## src/rtl/keypad_decoder.sv

```systemverilog
`default_nettype none
// ============================================================================
// Module      : keypad_decoder
// Description : Debounces a scanned 4x4 keypad, maps the raw row/column index
//               to a key code and queues codes in a 4-entry FIFO with a
//               sticky overflow flag. Define KEYPAD_REPEAT_EN for auto-repeat.
// Revision    : 1.0 - initial release
// ============================================================================
module keypad_decoder #(
    parameter int DEB_CYCLES    = 16,
    parameter int REPEAT_CYCLES = 4096
) (
    input  logic       CLK,
    input  logic       RESET,
    input  logic       D0,
    input  logic       D1,
    input  logic       Q0,
    input  logic       Q1,
    input  logic       OUT,
    output logic [3:0] KEY,
    output logic       IS_DIGIT,
    output logic       KEY_VALID,
    input  logic       KEY_READY,
    output logic       OVERFLOW,
    input  logic       CLR_OVF
);

    localparam logic [1:0] c_st_idle      = 2'd0;
    localparam logic [1:0] c_st_deb_press = 2'd1;
    localparam logic [1:0] c_st_held      = 2'd2;
    localparam logic [1:0] c_st_deb_rel   = 2'd3;

    // cnt starts at 1 on entry, so reaching DEB_CYCLES means cnt == DEB_CYCLES-1 now.
    localparam logic [7:0] c_deb_last = 8'(DEB_CYCLES - 1);

    function automatic logic [3:0] code_of(input logic [3:0] idx);
        case (idx)
            4'd0:    code_of = 4'h1;
            4'd1:    code_of = 4'h2;
            4'd2:    code_of = 4'h3;
            4'd3:    code_of = 4'hA;
            4'd4:    code_of = 4'h4;
            4'd5:    code_of = 4'h5;
            4'd6:    code_of = 4'h6;
            4'd7:    code_of = 4'hB;
            4'd8:    code_of = 4'h7;
            4'd9:    code_of = 4'h8;
            4'd10:   code_of = 4'h9;
            4'd11:   code_of = 4'hC;
            4'd12:   code_of = 4'hE;
            4'd13:   code_of = 4'h0;
            4'd14:   code_of = 4'hF;
            default: code_of = 4'hD;
        endcase
    endfunction

    logic [1:0] r_state;
    logic [7:0] r_cnt;
    logic [3:0] r_cand;
    logic [3:0] w_idx;
    logic       w_same;
    logic       w_deb_push;
    logic       w_rep_push;
    logic       w_push_req;

    assign w_idx      = {D1, D0, Q1, Q0};
    assign w_same     = OUT && (w_idx == r_cand);
    assign w_deb_push = (r_state == c_st_deb_press) && w_same && (r_cnt == c_deb_last);
    assign w_push_req = w_deb_push || w_rep_push;

    always_ff @(posedge CLK or negedge RESET) begin
        if (!RESET) begin
            r_state <= c_st_idle;
            r_cnt   <= 8'd0;
            r_cand  <= 4'd0;
        end else begin
            case (r_state)
                c_st_idle: begin
                    if (OUT) begin
                        r_state <= c_st_deb_press;
                        r_cand  <= w_idx;
                        r_cnt   <= 8'd1;
                    end
                end
                c_st_deb_press: begin
                    if (w_same) begin
                        if (r_cnt == c_deb_last) begin
                            r_state <= c_st_held;
                            r_cnt   <= 8'd0;
                        end else begin
                            r_cnt <= r_cnt + 8'd1;
                        end
                    end else begin
                        r_state <= c_st_idle;
                        r_cnt   <= 8'd0;
                    end
                end
                c_st_held: begin
                    if (!OUT) begin
                        r_state <= c_st_deb_rel;
                        r_cnt   <= 8'd1;
                    end
                end
                default: begin
                    if (OUT) begin
                        r_state <= c_st_held;
                        r_cnt   <= 8'd0;
                    end else if (r_cnt == c_deb_last) begin
                        r_state <= c_st_idle;
                        r_cnt   <= 8'd0;
                    end else begin
                        r_cnt <= r_cnt + 8'd1;
                    end
                end
            endcase
        end
    end

`ifdef KEYPAD_REPEAT_EN
    localparam logic [15:0] c_rep_last = 16'(REPEAT_CYCLES - 1);

    logic [15:0] r_rep_cnt;

    assign w_rep_push = (r_state == c_st_held) && w_same && (r_rep_cnt == c_rep_last);

    // Held at zero outside HELD, so every entry into HELD starts a fresh period.
    always_ff @(posedge CLK or negedge RESET) begin
        if (!RESET) begin
            r_rep_cnt <= 16'd0;
        end else if ((r_state != c_st_held) || !w_same || w_rep_push) begin
            r_rep_cnt <= 16'd0;
        end else begin
            r_rep_cnt <= r_rep_cnt + 16'd1;
        end
    end
`else
    logic [15:0] w_unused_repeat;

    assign w_rep_push      = 1'b0;
    assign w_unused_repeat = 16'(REPEAT_CYCLES);
`endif

    logic [3:0] r_mem [4];
    logic [1:0] r_wr_ptr;
    logic [1:0] r_rd_ptr;
    logic [2:0] r_count;
    logic [3:0] r_key;
    logic       r_is_digit;
    logic       r_ovf;

    logic       w_pop;
    logic       w_full;
    logic       w_push;
    logic       w_drop;
    logic [1:0] w_rd_nxt;
    logic [2:0] w_count_nxt;
    logic [3:0] w_push_code;
    logic [3:0] w_head_nxt;

    assign w_pop       = (r_count != 3'd0) && KEY_READY;
    assign w_full      = (r_count == 3'd4);
    assign w_push      = w_push_req && (!w_full || w_pop);
    assign w_drop      = w_push_req && w_full && !w_pop;
    assign w_rd_nxt    = w_pop ? (r_rd_ptr + 2'd1) : r_rd_ptr;
    assign w_count_nxt = r_count + {2'b00, w_push} - {2'b00, w_pop};
    assign w_push_code = code_of(r_cand);
    // The new head may be the entry being written this very cycle.
    assign w_head_nxt  = (w_push && (r_wr_ptr == w_rd_nxt)) ? w_push_code : r_mem[w_rd_nxt];

    always_ff @(posedge CLK or negedge RESET) begin
        if (!RESET) begin
            for (int i = 0; i < 4; i++) begin
                r_mem[i] <= 4'd0;
            end
            r_wr_ptr   <= 2'd0;
            r_rd_ptr   <= 2'd0;
            r_count    <= 3'd0;
            r_key      <= 4'd0;
            r_is_digit <= 1'b0;
            r_ovf      <= 1'b0;
        end else begin
            if (w_push) begin
                r_mem[r_wr_ptr] <= w_push_code;
                r_wr_ptr        <= r_wr_ptr + 2'd1;
            end
            r_rd_ptr   <= w_rd_nxt;
            r_count    <= w_count_nxt;
            r_key      <= (w_count_nxt != 3'd0) ? w_head_nxt : 4'd0;
            r_is_digit <= (w_count_nxt != 3'd0) && (w_head_nxt <= 4'd9);
            if (w_drop) begin
                r_ovf <= 1'b1;
            end else if (CLR_OVF) begin
                r_ovf <= 1'b0;
            end
        end
    end

    assign KEY       = r_key;
    assign IS_DIGIT  = r_is_digit;
    assign KEY_VALID = (r_count != 3'd0);
    assign OVERFLOW  = r_ovf;

endmodule
`default_nettype wire

```

## config.mk

```make
export PLATFORM = sky130hd
export DESIGN_NAME = keypad_decoder
export DESIGN_NICKNAME = d
export VERILOG_FILES = /design/src/rtl/keypad_decoder.sv
export SDC_FILE = /design/constraint.sdc
export NUM_CORES = 1
export LEC_CHECK = 0
export ABC_AREA = 1
export CORE_ASPECT_RATIO = 1.5
export CORE_UTILIZATION = 55
export DETAILED_ROUTE_END_ITERATION = 7
export GPL_TIMING_DRIVEN = 0
export PLACE_DENSITY = 0.78
export SETUP_SLACK_MARGIN = 0.2
export SYNTH_ARGS = -nofsm -noshare
export SYNTH_HDL_FRONTEND = slang
export SYNTH_SLANG_ARGS = --single-unit
```

## constraint.sdc

```tcl
create_clock -name CLK -period 7 [get_ports CLK]
set_input_delay 1.75 -clock CLK [delete_from_list [all_inputs] [get_ports CLK]]
set_output_delay 1.75 -clock CLK [all_outputs]
set_load 0.02 [all_outputs]
```

==> run_results.csv <==
group,metric,value,unit
status,status,"finished clean",
global_routing,grtUsageMet1,26.3,%
worst_setup_path,path_common_cell,"inv_1",
clock_tree,clk_pin_slew,0.09,ns
logic_synthesis,synth.avg_cell_area,7.82,um2
worst_setup_path,cp_max_fo,9,
sta,slew_viol_final,0,
cells_and_area,area_growth,14.1,%
sta,skew,0.00526,ns
logic_synthesis,syn_nets,328,
floorplanning,io_pins,16,
floorplanning,coreArea,4210,um2
clock_tree,cts_setup_buffers,0,
logic_synthesis,synth-simple-area-share,31.6,%
clock_tree,cts_hold_buf,0,
min_path,hp-class,"reg -> reg",
placed_design,place_hpwl,3.40,mm
clock_tree,ctsRootBufferMaster,"clkbuf_8",
logic_synthesis,ys_seq_area_share,44.7,%
clock_tree,cts_buffers,5,
sta,rsz0062_at_grt,"no",
floorplanning,die_h,83.1,um
sta,final.setup.worst_slack,2.25,ns
cells_and_area,diodes,0,
worst_setup_path,required,7.18,ns
logic_synthesis,synth_compound_area_share,8.93,%
drt,first_pass_iters,4,
worst_setup_path,endpoint_kind,"flop",
sta,fin_setup_tns,0,ns
power_and_ir_drop,p_int,0.000560,W
cells_and_area,fin_nets,351,
global_routing,grt_pass1_vias,1987,
worst_setup_path,arrival,4.94,ns
sta,setup_viol,0,
logic_synthesis,synthAdderAreaFrac,6.02,%
clock_tree,cts_resized,0,
power_and_ir_drop,pwr-share-comb,44.6,%
logic_synthesis,synth_cell_type_count,31,
floorplanning,dieArea,4660,um2
global_routing,gr-usage-met3,3.74,%
cells_and_area,final_common_cell,"nand2_1",
global_routing,grt_usage,22.4,%
global_routing,busiest_layer,"met2",
drt,drt_wl_total,4.64,mm
cells_and_area,fillers,370,
worst_setup_path,slowest_delay,0.52,ns
sta,worst_pin_slew,0.730,ns
logic_synthesis,synth_top_family_by_area,"simple AND/OR/NAND/NOR gates",
placed_design,dp_cells,370,
drt,first_iter_violations,97,
clock_tree,cts_buffer_depth,2,
placed_design,post-place-ws,1.87,ns
power_and_ir_drop,power_density,349,nW/um2
floorplanning,start_util,57.3,%
placed_design,port_buffers,15,
min_path,worstHoldPathCells,2,
run,drv_cap,0,
power_and_ir_drop,ir_worst_vdd,0.000248,V
power_and_ir_drop,power_frac_seq,34.2,%
cells_and_area,mostFrequentLayoutCells,"nand2_1 (86), dfrtp_1 (43), inv_1 (43)",
clock_tree,cts_max_level,2,
sta,slew_headroom,50.9,%
drt,drc,0,
global_routing,grt.overflow.total,0,
worst_setup_path,worst_r2r_path_depth,15,
cells_and_area,drive_above_1_share,9.94,%
logic_synthesis,synth-seq-cells,43,
sta,layout_min_cycle_time,4.75,ns
worst_setup_path,critPathSlowestCell,"clkdlybuf4s50_1",
logic_synthesis,ys_warn_count,0,
clock_tree,clock_latency,0.30,ns
global_routing,grt_pass1_wl,8.37,mm
worst_setup_path,crit_type,"in -> reg",
logic_synthesis,synth_mux_area_share,0,%
global_routing,antenna_found_initial,0,
floorplanning,rows,29,
placed_design,place.gp.congestion,0.831,
drt,wl_per_cell,12.3,um
worst_setup_path,crit_path_start_kind,"primary input",
drt,drtAntennaViolNets,0,
sta,hold_viol,0,
cells_and_area,instances_no_fill,378,
power_and_ir_drop,clkPwrFrac,21.3,%
sta,max_freq,210,MHz
clock_tree,clock-sinks,43,
logic_synthesis,syn_area,2410,um2
power_and_ir_drop,p_leak,1.38,nW
drt,vias,2009,
worst_setup_path,worstPathCellList,"clkdlybuf4s50_1, inv_1, nor2_1, nand2_1, nor2_1, nand4_1, nor2_4, inv_1, ha_1, inv_1, ha_1, fa_1, xnor2_1, xor2_1, nor3_1, o21bai_1, a31oi_1",
drt,vias_per_cell,5.31,
global_routing,grt_max_degree,42,
power_and_ir_drop,switchingPower,0.000402,W
logic_synthesis,synth-xor-area-share,1.09,%
sta,period_share,67.9,%
global_routing,grt_use_met2,39.9,%
floorplanning,die_x,56.0,um
clock_tree,cts_tree,"yes",
power_and_ir_drop,swShare,41.8,%
logic_synthesis,syn_inst,308,
power_and_ir_drop,power.total,0.000961,W
[sequential cells by signal (all words and copies together) (netlist names)]
signal / count
r_count: 3
r_wr_ptr: 2
IS_DIGIT: 1
r_mem: 16
KEY: 4
OVERFLOW: 1
r_rd_ptr: 2
r_state: 2
r_cand: 4
r_cnt: 8
[metal layers]
metal  vias up  wire, um
met5         -         0
met2        44      2470
met4         0        93
met3        14       134
met1       929      1940
li1       1022         -
[cell usage after synthesis, drive strengths merged]
cell type	number	area, um2
a21oi	4	20.0
a31oi	3	18.8
and2	1	6.26
and2b	1	7.51
buf	2	12.5
clkbuf	1	5.00
dfrtp	43	1080
fa	1	20.0
ha	10	125
inv	45	169
nand2	96	405
nand3	21	118
nand4	5	31.3
nor2	29	131
nor3	4	20.0
nor3b	3	22.5
nor4	1	12.5
o21ai	30	150
o21bai	1	7.51
o22ai	3	18.8
or2	1	6.26
xnor2	1	8.76
xor2	2	17.5
[path summary, 6_finish.rpt]
check,from,to,slack [ns]
setup / recovery,OUT,KEY[0],2.25
min in group asynchronous,RESET,r_count[1],1.24
hold reg to reg,r_mem[15],r_mem[15],0.49
hold / removal,r_mem[15],r_mem[15],0.49
max in group asynchronous,RESET,r_cnt[0],5.35
setup reg to reg,r_cnt[0],KEY[0],3.54
[power by group through the flow]
stage | sequential, W | combinational [W] | clock (W)
3_5_place_dp | 0.000334 | 0.000426 | 0
5_1_grt | 0.000334 | 0.000490 | 0.000218
2_1_floorplan | 0.000340 | 0.000305 | 0
3_3_place_gp | 0.000332 | 0.000415 | 0
4_1_cts | 0.000329 | 0.000429 | 0.000207
6_report | 0.000328 | 0.000428 | 0.000205
[logic make-up after synthesis]
group,Yosys count
and+or+nand+nor,162
adders and majority gates,11
buffers and inverters,48
DFF,43
xor gates and xnor gates,3
AOI/OAI and AO/OA,41
[layout make-up]
cell class                 instances  area [um2]  area share, %
buffer                             3        17.5          0.637
clock buffer                       6        82.6           3.00
clock inverter                     2        35.0           1.27
inverter                          45         169           6.14
multi-input combinational        217        1150           41.7
sequential                        43        1080           39.1
tap                               46        57.6           2.09
timing repair buffer              16         165           6.01
[stage by stage]
step	hold slack (ns)	util (%)	cell area, um2
after floorplan	0.445	-	2410
after global placement	0.462	62.2	2620
after detailed placement	0.475	62.5	2630
after CTS	0.497	65.3	2750
after global routing	0.528	65.3	2750
final	0.491	65.3	2750
[worst max-delay path, delay by kind of cell]
family                     cells  cell delay, ns
AOI/OAI and AO/OA              2            0.25
adders and majority gates      3            0.83
buffers and inverters          4            0.71
and+or+nand+nor                6            1.08
xor gates and xnor gates       2            0.31
Note: power is estimated with default switching activity, not from simulation.
